$ cat src/rtl/step_sequencer_controller_pkg.sv
// Shared types and constants for the step sequencer controller.
package seq_pkg;
  localparam int NUM_NOTES  = 12;
  localparam int MIN_PERIOD = 2;

  typedef enum logic [1:0] {
    STOP   = 2'd0,
    PLAY   = 2'd1,
    PAUSED = 2'd2
  } seq_state_t;
endpackage

$ cat src/rtl/step_sequencer_controller_if.sv
// Command, pattern-edit and note-output bundle between the pattern editor,
// the sequencer and the audio generator.
interface step_sequencer_controller_if #(
  parameter int STEP_W = 4,
  parameter int TIME_W = 24
);
  import seq_pkg::*;

  logic                 play;
  logic                 pause;
  logic                 stop;
  logic [TIME_W-1:0]    step_period;
  logic [TIME_W-1:0]    gate_len;
  logic [STEP_W-1:0]    last_step;
  logic                 write_en;
  logic [STEP_W-1:0]    write_step;
  logic [NUM_NOTES-1:0] write_notes;
  logic [NUM_NOTES-1:0] select;
  logic [STEP_W-1:0]    step;
  logic                 step_pulse;
  logic                 playing;
  logic                 n_start;

  modport master (
    output play, pause, stop, step_period, gate_len, last_step,
           write_en, write_step, write_notes,
    input  select, step, step_pulse, playing, n_start
  );

  modport slave (
    input  play, pause, stop, step_period, gate_len, last_step,
           write_en, write_step, write_notes,
    output select, step, step_pulse, playing, n_start
  );
endinterface

$ cat src/rtl/step_sequencer_controller_step_timer.sv
// Per-step tick counter with period/gate latch; flags the last tick of a step
// and whether the gate will be open on the following cycle.
module step_timer
  import seq_pkg::*;
#(
  parameter int TIME_W = 24
) (
  input  logic              clk,
  input  logic              rst,
  input  logic              start,
  input  logic              run,
  input  logic              clear,
  input  logic [TIME_W-1:0] period_in,
  input  logic [TIME_W-1:0] gate_in,
  output logic              boundary,
  output logic              gate_open_next
);
  localparam logic [TIME_W-1:0] MinPeriod = TIME_W'(MIN_PERIOD);

  logic [TIME_W-1:0] tick, tick_d;
  logic [TIME_W-1:0] period_q, period_d;
  logic [TIME_W-1:0] gate_q, gate_d;
  logic [TIME_W-1:0] period_clamped;

  assign period_clamped = (period_in < MinPeriod) ? MinPeriod : period_in;
  assign boundary       = run && (tick == period_q - TIME_W'(1));

  // A new step (start or boundary) rewinds the tick and re-latches period/gate.
  always_comb begin
    tick_d   = tick;
    period_d = period_q;
    gate_d   = gate_q;
    if (clear) begin
      tick_d = '0;
    end else if (start || boundary) begin
      tick_d   = '0;
      period_d = period_clamped;
      gate_d   = gate_in;
    end else if (run) begin
      tick_d = tick + TIME_W'(1);
    end
    gate_open_next = (tick_d < gate_d);
  end

  always_ff @(posedge clk or posedge rst) begin
    if (rst) begin
      tick     <= '0;
      period_q <= MinPeriod;
      gate_q   <= '0;
    end else begin
      tick     <= tick_d;
      period_q <= period_d;
      gate_q   <= gate_d;
    end
  end
endmodule

$ cat src/rtl/step_sequencer_controller.sv
// Stop/Play/Pause step sequencer: pattern RAM, step counter and registered
// note-select outputs driving the polyphonic audio generator.
module step_sequencer_controller
  import seq_pkg::*;
#(
  parameter int NUM_STEPS = 16,
  parameter int STEP_W    = 4,
  parameter int TIME_W    = 24
) (
  input logic clk,
  input logic rst,
  step_sequencer_controller_if.slave bus
);
  seq_state_t state, state_d;

  logic [NUM_NOTES-1:0] pattern [NUM_STEPS];
  logic [STEP_W-1:0]    step_q, step_d;
  logic [NUM_NOTES-1:0] select_d;
  logic                 start, run, clear;
  logic                 boundary, gate_open_next;

  // Stop beats Play beats Pause; Play while playing is simply ignored.
  always_comb begin
    state_d = state;
    if (bus.stop) begin
      state_d = STOP;
    end else if (bus.play) begin
      state_d = PLAY;
    end else if (bus.pause && state == PLAY) begin
      state_d = PAUSED;
    end
  end

  assign start = (state == STOP) && (state_d == PLAY);
  assign run   = (state == PLAY) && (state_d == PLAY);
  assign clear = (state_d == STOP);

  step_timer #(.TIME_W(TIME_W)) u_timer (
    .clk            (clk),
    .rst            (rst),
    .start          (start),
    .run            (run),
    .clear          (clear),
    .period_in      (bus.step_period),
    .gate_in        (bus.gate_len),
    .boundary       (boundary),
    .gate_open_next (gate_open_next)
  );

  always_comb begin
    step_d = step_q;
    if (clear || start) begin
      step_d = '0;
    end else if (boundary) begin
      step_d = (step_q >= bus.last_step) ? '0 : step_q + STEP_W'(1);
    end
    select_d = (state_d == PLAY && gate_open_next) ? pattern[step_d] : '0;
  end

  always_ff @(posedge clk or posedge rst) begin
    if (rst) begin
      for (int i = 0; i < NUM_STEPS; i++) pattern[i] <= '0;
    end else if (bus.write_en) begin
      pattern[bus.write_step] <= bus.write_notes;
    end
  end

  // Select reads the pre-write RAM, so an edit shows up one edge later.
  always_ff @(posedge clk or posedge rst) begin
    if (rst) begin
      state          <= STOP;
      step_q         <= '0;
      bus.select     <= '0;
      bus.step_pulse <= 1'b0;
      bus.playing    <= 1'b0;
      bus.n_start    <= 1'b1;
    end else begin
      state          <= state_d;
      step_q         <= step_d;
      bus.select     <= select_d;
      bus.step_pulse <= start || boundary;
      bus.playing    <= (state_d == PLAY);
      bus.n_start    <= !start;
    end
  end

  assign bus.step = step_q;
endmodule
$ cat src/flat_wrapper.sv
// flat-port wrapper written by rule: the top's interface ports become plain ports
module step_sequencer_controller_flat import seq_pkg::*;
#(
  parameter int NUM_STEPS = 16,
  parameter int STEP_W    = 4,
  parameter int TIME_W    = 24
)
  (clk, rst, bus_play, bus_pause, bus_stop, bus_step_period, bus_gate_len, bus_last_step, bus_write_en, bus_write_step, bus_write_notes, bus_select, bus_step, bus_step_pulse, bus_playing, bus_n_start);
  step_sequencer_controller_if #(.STEP_W(STEP_W), .TIME_W(TIME_W)) bus_i ();
  input logic clk;
  input logic rst;
  input wire logic [$bits(bus_i.play)-1:0] bus_play;
  input wire logic [$bits(bus_i.pause)-1:0] bus_pause;
  input wire logic [$bits(bus_i.stop)-1:0] bus_stop;
  input wire logic [$bits(bus_i.step_period)-1:0] bus_step_period;
  input wire logic [$bits(bus_i.gate_len)-1:0] bus_gate_len;
  input wire logic [$bits(bus_i.last_step)-1:0] bus_last_step;
  input wire logic [$bits(bus_i.write_en)-1:0] bus_write_en;
  input wire logic [$bits(bus_i.write_step)-1:0] bus_write_step;
  input wire logic [$bits(bus_i.write_notes)-1:0] bus_write_notes;
  output wire logic [$bits(bus_i.select)-1:0] bus_select;
  output wire logic [$bits(bus_i.step)-1:0] bus_step;
  output wire logic [$bits(bus_i.step_pulse)-1:0] bus_step_pulse;
  output wire logic [$bits(bus_i.playing)-1:0] bus_playing;
  output wire logic [$bits(bus_i.n_start)-1:0] bus_n_start;
  assign bus_i.play = bus_play;
  assign bus_i.pause = bus_pause;
  assign bus_i.stop = bus_stop;
  assign bus_i.step_period = bus_step_period;
  assign bus_i.gate_len = bus_gate_len;
  assign bus_i.last_step = bus_last_step;
  assign bus_i.write_en = bus_write_en;
  assign bus_i.write_step = bus_write_step;
  assign bus_i.write_notes = bus_write_notes;
  assign bus_select = bus_i.select;
  assign bus_step = bus_i.step;
  assign bus_step_pulse = bus_i.step_pulse;
  assign bus_playing = bus_i.playing;
  assign bus_n_start = bus_i.n_start;
  step_sequencer_controller #(.NUM_STEPS(NUM_STEPS), .STEP_W(STEP_W), .TIME_W(TIME_W)) u_core (.clk(clk), .rst(rst), .bus(bus_i));
endmodule
$ cat config.mk
export PLATFORM = sky130hd
export DESIGN_NAME = step_sequencer_controller_flat
export DESIGN_NICKNAME = d
export VERILOG_FILES = /design/src/rtl/step_sequencer_controller_pkg.sv /design/src/rtl/step_sequencer_controller_if.sv /design/src/rtl/step_sequencer_controller_step_timer.sv /design/src/rtl/step_sequencer_controller.sv /design/src/flat_wrapper.sv
export SDC_FILE = /design/constraint.sdc
export NUM_CORES = 1
export LEC_CHECK = 0
export CAP_MARGIN = 10
export CORE_ASPECT_RATIO = 1.1
export CORE_UTILIZATION = 40
export CTS_BUF_LIST = sky130_fd_sc_hd__clkbuf_4 sky130_fd_sc_hd__clkbuf_8
export DETAILED_ROUTE_END_ITERATION = 10
export SYNTH_ARGS = -nofsm -noshare
export SYNTH_HDL_FRONTEND = slang
export SYNTH_SLANG_ARGS = --single-unit
$ cat constraint.sdc
create_clock -name clk -period 10.07 [get_ports clk]
set_input_delay 1.007 -clock clk [delete_from_list [all_inputs] [get_ports clk]]
set_output_delay 1.007 -clock clk [all_outputs]
set_load 0.02 [all_outputs]
==> metrics.yaml <==
pwr:
  net_switching_fraction_of_the_power_pct: 27.3
  power.density_nw_per_um2: 185
  total_power_mw: 3.07
  clockPowerShare_pct: 33.4
  leakagePower_nw: 7.04
  comb_power_share_pct: 17.8
  power.switching_mw: 0.838
  share_seq_of_total_power_pct: 48.8
  internal_power_mw: 2.24
  worst_ir_drop_vdd_mv: 0.101
die:
  io_pins: 93
  die-width_microns: 183
  number_of_rows_in_the_core_area: 72
  die_h_microns: 201
  initial_utilization_pct: 40.8
  fp.dieArea_sq_um: 36800
  design.core.area_sq_um: 35300
min_path:
  type_of_the_most_critical_hold_path: "flip-flop to flip-flop"
setup_path:
  cpMostUsedCell: "sky130_fd_sc_hd__a21o_1"
  worst_ep_required_time_ps: 10600
  critPathBufInv: 2
  maximum_fanout_encountered_on_the_critical_timing_path: 31
  timing.critical_path.to_type: "flip-flop"
  worst-setup-path-type: "primary input to flip-flop"
  cpPeakStageDelay_ps: 830
  crit_arrival_ps: 7330
  cpLargestDelayFamily: "simple AND/OR/NAND/NOR gates"
  cp-start-kind: "primary input"
  critical-path-slowest-cell: "sky130_fd_sc_hd__nor3_1"
  crit_chain: "clkdlybuf4s50_1 > nor3_1 > o2111a_1 > nand4_1 > nor3b_2 > nand4b_4 > nand2_2 > mux2i_1 > ha_1 > a21o_1 > a21o_1 > a21o_1 > a21o_1 > a21o_1 > a21oi_1 > o211ai_1 > a31oi_1 > inv_1 > nor3_2 > a221o_1"
place:
  dpl_worst_slack_ps: 2770
  routabilityCongestion: 0.883
  place.port_buffers: 92
  post_dp_cell_area_sq_um: 15700
  hpwl_microns: 23400
clocking:
  cts_tree: "yes"
  root_buffer: "sky130_fd_sc_hd__clkbuf_8"
  post_cts_buffers: 0
  cts_htree_levels: 2
  ctsHoldBuffers: 0
  cts_inserted_buffers: 49
  total_of_cells_resized_after_clock_tree_synthesis: 0
  cts_num_sinks: 285
  cts.clk_slew.worst_paths_ps: 60
  cts.path.max_buffers: 3
  clkLatencyLatePin_ps: 610
synth:
  ys_warn_count: 0
  synth_area_per_cell_sq_um: 12.2
  synth.top_cells.by_area: "sky130_fd_sc_hd__dfrtp_1 49%, sky130_fd_sc_hd__mux2_2 18%, sky130_fd_sc_hd__mux2i_1 6.7%"
  synthDominantCellAreaShare_pct: 49.1
  yosys_most_used_dff: "sky130_fd_sc_hd__dfrtp_1"
  synth_top_cells_by_count: "283 x sky130_fd_sc_hd__dfrtp_1, 228 x sky130_fd_sc_hd__mux2_2, 96 x sky130_fd_sc_hd__mux2i_1, 60 x sky130_fd_sc_hd__nor2_1, 53 x sky130_fd_sc_hd__nand2_1"
  syn-instance-count: 1186
  synth_edf_count: 0
  synth_async_sr_flop_share_pct: 100
  synth.yosys.seq_area_share_pct: 49.5
  synth_nets: 1290
  synthesis.area_sq_um: 14400
  synthDominantAreaCellType: "sky130_fd_sc_hd__dfrtp_1"
  synth_most_common_cell: "sky130_fd_sc_hd__dfrtp_1"
  ys_ff_latch: 285
  synth_cell_type_count: 71
detailed_routing:
  routed_wire_length_per_instance_microns: 20.0
  post-route-drc-count: 0
  viasPerCell: 5.34
  drt-total-wl_microns: 35500
  dr_total_vias: 9491
  ant_nets: 0
  drt_pre_antenna_iters: 4
  drt_iter0_markers: 484
run_status:
  outcome: "finished clean"
sta:
  timing.clock.skew_ps: 12.0
  hold_slack_ps: 485
  max_slew_margin_pct: 20.2
  slew_violations: 0
  finalSetupViolCount: 0
  finalWorstSetupSlack_ps: 3270
  period_share_pct: 67.5
  final.min_clock_period_ps: 6800
  worstMarginPinSlew_ps: 1190
  setup-tns-final_ps: 0
  rsz0062_at_grt: "false"
  max_clock_freq_ghz: 0.147
  timing.final.hold_violations: 0
grt:
  grt_antenna_before_repair: 1
  gr-total-overflow: 0
  globalRouteTotalUtil_pct: 19.7
  grt_pass1_wl_microns: 55800
  first_global_vias: 9938
  largest_net_degree_at_the_start_of_global_routing: 164
final_layout:
  count_of_antenna_diodes_in_the_layout: 0
  synthToLayoutAreaGrowth_pct: 15.4
  finish.net_count: 1374
  layout_cells_sized_above_1_pct: 26.7
  fin_area_sq_um: 16600
run:
  cap_viol_max_count: 0
## placed cells by master (no fill, tap or decap), types with 20 or more instances in the layout
cell | Yosys | routed
sky130_fd_sc_hd__dfrtp_1 | 283 | 283
sky130_fd_sc_hd__mux2_2 | 228 | 228
sky130_fd_sc_hd__mux2i_1 | 96 | 95
sky130_fd_sc_hd__clkdlybuf4s50_1 | 0 | 92
sky130_fd_sc_hd__clkbuf_8 | 0 | 57
sky130_fd_sc_hd__nor2_1 | 60 | 53
sky130_fd_sc_hd__nand2_1 | 53 | 52
sky130_fd_sc_hd__inv_1 | 38 | 37
sky130_fd_sc_hd__o21ai_0 | 33 | 33
sky130_fd_sc_hd__xor2_1 | 32 | 32
sky130_fd_sc_hd__ha_1 | 30 | 30
sky130_fd_sc_hd__nor3_1 | 27 | 25
sky130_fd_sc_hd__a22o_1 | 22 | 22
sky130_fd_sc_hd__xnor2_1 | 20 | 20
## power groups by stage
stage | logic (mW) | registers [mW] | clock network, mW
after CTS | 0.556 | 1.50 | 1.06
after floorplan | 0.418 | 1.48 | 0
after global routing | 0.606 | 1.53 | 1.11
after detailed placement | 0.553 | 1.52 | 0
after global placement | 0.539 | 1.51 | 0
final | 0.548 | 1.50 | 1.03
## logic make-up (layout without fill, tap and decap cells)
group	count (synthesis)	after routing	share of synthesized area, %
AOI/OAI and AO/OA	126	126	6.22
xor gates and xnor gates	53	53	3.32
adders and majority gates	30	30	2.60
buffers and inverters	105	215	3.55
DFF	285	285	49.5
muxes	336	336	25.4
and+or+nand+nor	251	251	9.38
## through the flow
stage / util, % / std cells
6_report: 47.1 / 1777
5_1_grt: 47.1 / 1777
4_1_cts: 47.1 / 1777
3_5_place_dp: 44.5 / 1700
3_3_place_gp: 44.5 / 1700
2_1_floorplan: - / 1186
## worst reg2reg max path, delay by kind of cell (launching register included)
kind | cells | cell delay, ps
adder cells (fa/ha/maj) | 1 | 290
AND/OR/NAND/NOR | 7 | 3290
AO/OA/AOI/OAI | 9 | 1740
XOR/XNOR | 1 | 270
buffers and inverters | 1 | 140
multiplexers | 1 | 320
flip-flops | 1 | 500
## final timing paths
kind                                                        start                                  to  slack, ps  cells past startpoint
max                                                      bus_stop      u_core.bus.select[6]$_DFF_PP0_       3270                     20
min                            u_core.u_timer.gate_q[0]$_DFF_PP0_  u_core.u_timer.gate_q[0]$_DFF_PP0_        490                      2
max reg2reg                u_core.u_timer.period_q[3]$_DFFE_PP0P_      u_core.bus.select[6]$_DFF_PP0_       3460                     20
min in group asynchronous                                     rst      u_core.pattern[21]$_DFFE_PP0P_       1010                      2
max in group asynchronous                                     rst     u_core.pattern[160]$_DFFE_PP0P_       7670                      3
min reg2reg                    u_core.u_timer.gate_q[0]$_DFF_PP0_  u_core.u_timer.gate_q[0]$_DFF_PP0_        490                      2
## metal layers
metal | track usage (%) | up-vias | wire (microns)
li1 | - | 4447 | -
met2 | 34.5 | 173 | 18100
met3 | 3.00 | 77 | 1270
met1 | 24.3 | 4794 | 15100
met5 | 0 | - | 0
met4 | 7.80 | 0 | 1090
## state kept, by name, summed over array words and instances, names as in the netlist
| name | cells |
|---|---|
| u_core.bus.step | 4 |
| u_core.pattern | 192 |
| u_core.u_timer.tick | 24 |
| u_core.bus.select | 12 |
| u_core.bus.playing | 1 |
| u_core.u_timer.period_q | 24 |
| u_core.bus.step_pulse | 1 |
| u_core.state | 2 |
| u_core.u_timer.gate_q | 24 |
| u_core.bus.n_start | 1 |
## layout make-up
cell class	count	area (sq um)
Inverter	38	150
Tap cell	481	602
Fill cell	3267	18700
Sequential cell	285	7130
Clock inverter	6	46.3
Multi-Input combinational cell	796	6820
Timing Repair Buffer	100	993
Clock buffer	71	890
(Power assumes the default switching activity.)
